File: src/rtl/rec_buf_rd_drain_pkg.sv
// Shared constants and types for the reconstruction-buffer read drain.
// Plane codes, block size code, row geometry and the FSM state type.
package rec_buf_rd_drain_pkg;

    localparam int PIXEL_WIDTH  = 8;
    localparam int ROW_W        = PIXEL_WIDTH * 32;
    localparam int TAG_W        = 10;
    localparam int ROWS_PER_LCU = 192;
    localparam int LUMA_READS   = 128;
    localparam int CHROMA_READS = 32;

    localparam logic [1:0] SEL_Y  = 2'd0;
    localparam logic [1:0] SEL_U  = 2'd2;
    localparam logic [1:0] SEL_V  = 2'd3;
    localparam logic [1:0] SIZ_32 = 2'd3;

    typedef enum logic [2:0] {
        ST_IDLE,
        ST_LUMA,
        ST_CB,
        ST_CR,
        ST_WAIT
    } drain_state_t;

    typedef struct packed {
        logic [1:0] sel;
        logic [5:0] row;
        logic       half;
        logic       last;
    } row_tag_t;

endpackage

File: src/rtl/rec_buf_rd_fifo.sv
// Small synchronous skid FIFO holding read rows plus their tags.
// Simultaneous push and pop is legal at any fill level.
module rec_buf_rd_fifo #(
    parameter int DEP = 2,
    parameter int W   = 8,
    localparam int PW = $clog2(DEP),
    localparam int CW = $clog2(DEP + 1)
) (
    input  logic          clk,
    input  logic          rstn,
    input  logic          push,
    input  logic          pop,
    input  logic [W-1:0]  din,
    output logic [W-1:0]  dout,
    output logic [CW-1:0] cnt
);

    logic [W-1:0]  mem [DEP];
    logic [PW-1:0] wr_ptr;
    logic [PW-1:0] rd_ptr;

    function automatic logic [PW-1:0] nxt(input logic [PW-1:0] p);
        return (p == PW'(DEP - 1)) ? '0 : p + PW'(1);
    endfunction

    always_ff @(posedge clk or negedge rstn) begin
        if (!rstn) begin
            wr_ptr <= '0;
            rd_ptr <= '0;
            cnt    <= '0;
            for (int i = 0; i < DEP; i++) mem[i] <= '0;
        end else begin
            if (push) begin
                mem[wr_ptr] <= din;
                wr_ptr      <= nxt(wr_ptr);
            end
            if (pop) rd_ptr <= nxt(rd_ptr);
            unique case ({push, pop})
                2'b10:   cnt <= cnt + CW'(1);
                2'b01:   cnt <= cnt - CW'(1);
                default: cnt <= cnt;
            endcase
        end
    end

    assign dout = mem[rd_ptr];

endmodule

File: src/rtl/rec_buf_rd_drain.sv
// Drains one finished LCU (Y 64x64, Cb 32x32, Cr 32x32) from the buffer
// read port as 32-pixel rows, credit-limited to the skid FIFO depth.
module rec_buf_rd_drain
    import rec_buf_rd_drain_pkg::*;
#(
    parameter int FIFO_DEP = 2,
    parameter int CNT_W    = 8
) (
    input  logic             clk,
    input  logic             rstn,
    input  logic             start_i,
    output logic             busy_o,
    output logic             done_o,
    output logic             rd_ena_o,
    output logic [1:0]       rd_sel_o,
    output logic [1:0]       rd_siz_o,
    output logic [3:0]       rd_4x4_x_o,
    output logic [3:0]       rd_4x4_y_o,
    output logic [4:0]       rd_idx_o,
    input  logic [ROW_W-1:0] rd_dat_i,
    output logic             out_val_o,
    input  logic             out_rdy_i,
    output logic [1:0]       out_sel_o,
    output logic [5:0]       out_row_o,
    output logic             out_half_o,
    output logic             out_last_o,
    output logic [ROW_W-1:0] out_dat_o
);

    localparam int CW = $clog2(FIFO_DEP + 1);

    drain_state_t         state;
    logic [CNT_W-1:0]     cnt;
    logic                 inflight;
    row_tag_t             tag_q;
    row_tag_t             cur_tag;
    row_tag_t             out_tag;
    logic [CW-1:0]        fifo_cnt;
    logic [TAG_W+ROW_W-1:0] fifo_dout;
    logic                 active;
    logic                 pop;
    logic                 phase_end;
    logic [CW:0]          pending;

    assign active    = state inside {ST_LUMA, ST_CB, ST_CR};
    assign out_val_o = fifo_cnt != '0;
    assign pop       = out_val_o & out_rdy_i;

    // Rows in the FIFO plus the read still in the buffer pipeline.
    assign pending  = {1'b0, fifo_cnt} + {{CW{1'b0}}, inflight}
                    - {{CW{1'b0}}, pop};
    assign rd_ena_o = active && (pending < (CW + 1)'(FIFO_DEP));

    always_comb begin
        rd_sel_o   = '0;
        rd_siz_o   = '0;
        rd_4x4_x_o = '0;
        rd_4x4_y_o = '0;
        rd_idx_o   = '0;
        cur_tag    = '0;
        phase_end  = 1'b0;
        unique case (state)
            ST_LUMA: begin
                phase_end    = cnt == CNT_W'(LUMA_READS - 1);
                rd_4x4_x_o   = cnt[0] ? 4'd8 : 4'd0;
                rd_4x4_y_o   = cnt[6] ? 4'd8 : 4'd0;
                rd_idx_o     = cnt[5:1];
                cur_tag.sel  = SEL_Y;
                cur_tag.row  = cnt[6:1];
                cur_tag.half = cnt[0];
            end
            ST_CB, ST_CR: begin
                phase_end    = cnt == CNT_W'(CHROMA_READS - 1);
                rd_idx_o     = cnt[4:0];
                cur_tag.sel  = (state == ST_CB) ? SEL_U : SEL_V;
                cur_tag.row  = {1'b0, cnt[4:0]};
                cur_tag.last = (state == ST_CR) && phase_end;
            end
            default: ;
        endcase
        if (active) begin
            rd_sel_o = cur_tag.sel;
            rd_siz_o = SIZ_32;
        end
    end

    always_ff @(posedge clk or negedge rstn) begin
        if (!rstn) begin
            state    <= ST_IDLE;
            cnt      <= '0;
            inflight <= 1'b0;
            tag_q    <= '0;
            busy_o   <= 1'b0;
            done_o   <= 1'b0;
        end else begin
            done_o   <= 1'b0;
            inflight <= rd_ena_o;
            if (rd_ena_o) tag_q <= cur_tag;
            unique case (state)
                ST_IDLE: begin
                    if (start_i) begin
                        state  <= ST_LUMA;
                        cnt    <= '0;
                        busy_o <= 1'b1;
                    end
                end
                ST_LUMA, ST_CB, ST_CR: begin
                    if (rd_ena_o) begin
                        if (phase_end) begin
                            cnt <= '0;
                            unique case (state)
                                ST_LUMA: state <= ST_CB;
                                ST_CB:   state <= ST_CR;
                                default: state <= ST_WAIT;
                            endcase
                        end else begin
                            cnt <= cnt + CNT_W'(1);
                        end
                    end
                end
                ST_WAIT: begin
                    if (pop && out_last_o) begin
                        state  <= ST_IDLE;
                        busy_o <= 1'b0;
                        done_o <= 1'b1;
                    end
                end
                default: state <= ST_IDLE;
            endcase
        end
    end

    rec_buf_rd_fifo #(
        .DEP (FIFO_DEP),
        .W   (TAG_W + ROW_W)
    ) u_fifo (
        .clk  (clk),
        .rstn (rstn),
        .push (inflight),
        .pop  (pop),
        .din  ({tag_q, rd_dat_i}),
        .dout (fifo_dout),
        .cnt  (fifo_cnt)
    );

    assign {out_tag, out_dat_o} = fifo_dout;
    assign out_sel_o  = out_tag.sel;
    assign out_row_o  = out_tag.row;
    assign out_half_o = out_tag.half;
    assign out_last_o = out_tag.last;

endmodule

File: config.mk
export PLATFORM = sky130hd
export DESIGN_NAME = rec_buf_rd_drain
export DESIGN_NICKNAME = d
export VERILOG_FILES = /design/src/rtl/rec_buf_rd_drain_pkg.sv /design/src/rtl/rec_buf_rd_fifo.sv /design/src/rtl/rec_buf_rd_drain.sv
export SDC_FILE = /design/constraint.sdc
export NUM_CORES = 1
export LEC_CHECK = 0
export ABC_AREA = 1
export BUFFER_PORTS_ARGS = -buffer_cell sky130_fd_sc_hd__buf_4
export CAP_MARGIN = 40
export CORE_UTILIZATION = 45
export CTS_CLUSTER_DIAMETER = 200
export DETAILED_ROUTE_END_ITERATION = 6
export PLACE_DENSITY = 0.68
export RECOVER_POWER = 25
export REMOVE_ABC_BUFFERS = 1
export SKIP_CTS_REPAIR_TIMING = 1
export SYNTH_ARGS = -nofsm -noshare
export SYNTH_HDL_FRONTEND = slang
export SYNTH_SLANG_ARGS = --single-unit
File: constraint.sdc
create_clock -name clk -period 7 [get_ports clk]
set_clock_uncertainty 0.1 [all_clocks]
set_input_delay 1.4 -clock clk [delete_from_list [all_inputs] [get_ports clk]]
set_output_delay 1.4 -clock clk [all_outputs]
set_load 0.005 [all_outputs]
== Word level (Yosys, flattened, before mapping) ==
Cells that the tools add are included.
Word-level totals
  register bits: 560
  bits in latches: 0
  RAM bits: 0
  bits in read-only memories: 0
  input port bits: 260
  output and inout bits: 287
  logic and storage cells: 91
  memories kept: 0
Cells by class
  $add $sub $neg: 7
  $mul: 0
  divide/modulo/power cells: 0
  magnitude comparators: 4
  equality and inequality tests: 12
  shift-type cells: 0
  mux-type cells: 36
  bitwise operators: 3
  reductions and logical operators: 15
Operator list (count)
  266-bit two-way mux: 4
  532-bit bitwise mux: 1
  266-bit demux with 1-bit select: 1
  8-bit one-hot mux with 2 select lines: 2
  8-bit two-way mux: 3
  4-bit two-way mux: 4
  3-bit two-way mux: 4
  5-bit one-hot mux with 2 select lines: 1
  1-bit two-way mux: 9
  3-bit one-hot mux with 3 select lines: 1
  8-bit by 1-bit adder with 8-bit output (second input constant): 1
  8-bit by 5-bit == test with 1-bit output (second input constant): 1
  8-bit by 7-bit == test with 1-bit output (second input constant): 1
  2-bit inequality test (second input constant): 4
  2-bit nonzero test: 4
  3-bit by 2-bit == test with 1-bit output (second input constant): 2
  3-bit one-hot mux with 2 select lines: 1
  3-bit AND reduction: 2
  2-bit greater-or-equal comparator (second input constant): 2
  1-bit logical AND: 4
  2-bit two-way mux: 2
  1-bit inverter with 2-bit output: 2
  1-bit one-hot mux with 2 select lines: 2
  2-bit one-hot mux with 2 select lines: 1
  other kinds (17): 18

== Longest topological paths before layout ==
  depth after elaboration: 7
  gate-level depth with buffers: 15
  gate-level depth less buffers: 15

== Hierarchy ==
From an unflattened synthesis, not the netlist that was laid out.
Second synthesis, totals
  cells, all modules: 3051
  area, all modules: 25847.3 sq um
By module, submodules not included
  rec_buf_rd_fifo: instances 1, cells an instance 2858, area an instance 24387.1 sq um, sequential area each 13412.9 sq um
  rec_buf_rd_drain: instances 1, cells an instance 193, area an instance 1460.2 sq um, sequential area each 600.6 sq um

== Worst setup path after synthesis ==
Ideal clock, no wire load.
  path type: input to output
  start: input port out_rdy_i
  end: output port rd_ena_o
  arrival time: 2.845 ns
  required time: 5.500 ns
  setup slack: 2.655 ns
  cell stages on the path: 9
  buffers on the path: 1
  cell sequence: inv_1 -> nor2_1 -> nand2_1 -> o21ai_0 -> nand2_1 -> fa_1 -> nand3_1 -> nor2_1 -> buf_2
On the way
  cells in the longest elaborated chain, start to end: 4
Ends and longest elaborated chain
  from (decl): RTL line rec_buf_rd_drain.sv:22  | input logic out_rdy_i,
  1-bit bitwise AND: RTL line rec_buf_rd_drain.sv:47  | assign pop = out_val_o & out_rdy_i;
  3-bit by 1-bit subtractor with 3-bit output: RTL line rec_buf_rd_drain.sv:51  | - {{CW{1'b0}}, pop};
  3-bit by 2-bit less-than comparator with 1-bit output: RTL line rec_buf_rd_drain.sv:52  | assign rd_ena_o = active && (pending < (CW + 1)'(FIFO_DEP));
  1-bit logical AND: RTL line rec_buf_rd_drain.sv:52
  to (decl): RTL line rec_buf_rd_drain.sv:14  | output logic rd_ena_o,
Every way passes these cells.

==> out/results.ini <==
[final_layout]
final_common_cell=nand2_1
drive_gt1_frac=0.226
final_cell_mix=1,384 x nand2_1, 559 x dfrtp_1, 545 x buf_4
instances_no_fill=4270
synthToLayoutAreaGrowth_pct=22.3
fin_area_um2=31100
fin_nets=3738
fin_util=0.561

[setup_path]
critical_path_peak_fanout=186
worst_ep_required_time_ns=7.39
regToRegStartpoint=inflight
worst_setup_path_start_kind=flip-flop
timing.rr.end=u_fifo.mem[269]
r2r_cells=5
worstSetupPathType=flip-flop to flip-flop
r2r_setup_slack_ns=2.04
crit_start=inflight
cp.arrival_ns=5.35
endpoint_kind=flip-flop

[yosys]
syn_inst=3047
ys_warn_count=0
yosysSeqAreaShare=0.550
synth_top_area_frac=0.550
yosys.cell_types.count=29
synth_area_um2=25500
yosysTopAreaCell=dfrtp_1
syn_avg_cell_area_um2=8.36
synth_area_leaders=dfrtp_1 55%, nand2_1 20%, o21ai_2 7.2%
ys_ff_latch=560

[drt]
drc=0
wl_per_cell_um=15.6
drtAntennaViolNets=0
viasPerCell=4.78
drt_iter0_markers=1623
vias=20400
first_pass_iters=6
routed_wl_mm=66.8

[hold_path]
hp-class=flip-flop to flip-flop
worstHoldStart=u_fifo.mem[410]
min_delay_path_depth=2
hold_end=u_fifo.mem[410]

[timing]
slew_headroom=-0.977
maxSlewViolCount=403
whs_ns=0.380
setup_ws_ns=2.04
clock.fmax_mhz=202
finalSetupViolCount=0
finalCritPeriodShare=0.709
worst_pin_slew_ns=2.97
rsz0062_at_grt=no
hold_violations=0
fin_crit_ns=4.96

[place]
globalplace.congestion=0.865
placed_area_um2=29600
dp_slack_ns=2.48
post-dp-hpwl_mm=44.2
port_buffers=540
place_inst=4165

[clocking]
clockRootBuffer=clkbuf_16
clock_path_buffers=3
clk_pin_slew_ns=0.06
numCtsBuffers=57
cts.sinks=560
cts_tree=done
clk_latency_ns=0.61
cts_max_level=2

[pwr]
power_density_nw_per_um2=312
vdd_drop_max_mv=0.311
power_switching_share=0.321
p_leak_nw=17.5
p_comb_frac=0.332
p_int_mw=6.60
switchingPower_mw=3.12
clkPwrFrac=0.315
p_seq_frac=0.353

[die]
core_um2=55500
die_w_um=240
dieArea_um2=57500
die_h_um=240
ios=547
initial_utilization=0.459
rows=86

[global_routing]
grt_pass1_vias=19300
grt_max_degree=239
grt_pass1_wl_mm=104
overflow=0
antenna_found_initial=5
grt.total_usage=0.227

[outcome]
violations=capacitance limit, slew limit
status=finished, violations left

[flow_run]
cap_violations=4

## synthesized netlist by cell type, drive strengths merged
cell / count
nand3: 18
nor2: 18
dfrtp: 560
nand2: 1387
clkbuf: 85
o22ai: 6
ha: 1
inv: 299
buf: 108
a21oi: 3
o21ai: 550
fa: 1
or2: 2
nor3: 1
conb: 1
xor2: 3
nand4: 4
## worst max-delay path: stages (launching register included)
cell and delay [ns]:
dfrtp_1 0.44, inv_1 0.12, or2_0 1.52, clkbuf_4 2.11
nand2_1 0.23, o21ai_2 0.15
## area by class of cell
class	count	area (um^2)
flip-flops and latches	560	14000
fillers	5388	24400
inverters	299	1130
diodes	3	7.51
multi-input cells	2000	8840
well taps	748	936
clock inverters	14	124
clock buffers	88	1780
repair buffers	558	4310
## per-layer routing
metal,global-route usage,part of all wire,vias to the layer above
li1,-,-,10200
met3,0.0662,0.082,104
met2,0.358,0.47,530
met1,0.302,0.42,9555
met4,0.0722,0.026,4
met5,0,0.00046,-
## cells by family (layout without fill, tap and decap cells)
| kind of cell | after synthesis | after routing | synth area share |
|---|---|---|---|
| simple gates | 1430 | 1430 | 0.214 |
| flops | 560 | 560 | 0.550 |
| compound gates | 559 | 559 | 0.142 |
| xor+xnor | 3 | 3 | 0.00103 |
| buf+inv | 492 | 959 | 0.0916 |
| fa+ha+maj | 2 | 2 | 0.00128 |
| other cells | 1 | 9 | 0.000147 |
## flip-flops by register name, summed over array words and instances, names as in the netlist
name	flops
u_fifo.cnt	2
state	3
u_fifo.wr_ptr	1
cnt	8
tag_q	10
busy_o	1
done_o	1
inflight	1
u_fifo.mem	532
u_fifo.rd_ptr	1
## worst max path at each step
stage                                  to  slack, ns  cells after the start
after floorplan           u_fifo.mem[423]      -5.73                      3
after global placement           rd_ena_o       2.53                     10
after detailed placement         rd_ena_o       2.48                     10
after CTS                  out_dat_o[208]       2.04                      5
after global routing      u_fifo.mem[395]       1.55                      5
final                     u_fifo.mem[269]       2.04                      5
## per-stage QoR
stage	setup TNS (ns)	total power, mW
after detailed placement	0	6.77
final	0	9.72
after global routing	0	10.2
after CTS	0	9.85
after floorplan	-3260.83	5.13
after global placement	0	6.74
## power by group through the flow
| stage | clock [mW] | sequential (mW) | combinational (mW) |
|---|---|---|---|
| finish | 3.06 | 3.43 | 3.23 |
| global route | 3.25 | 3.44 | 3.56 |
| CTS | 3.13 | 3.43 | 3.29 |
| detailed placement | 0 | 3.49 | 3.28 |
| global placement | 0 | 3.49 | 3.25 |
| floorplan | 0 | 3.55 | 1.58 |
Power figures use the tool's default switching activity.
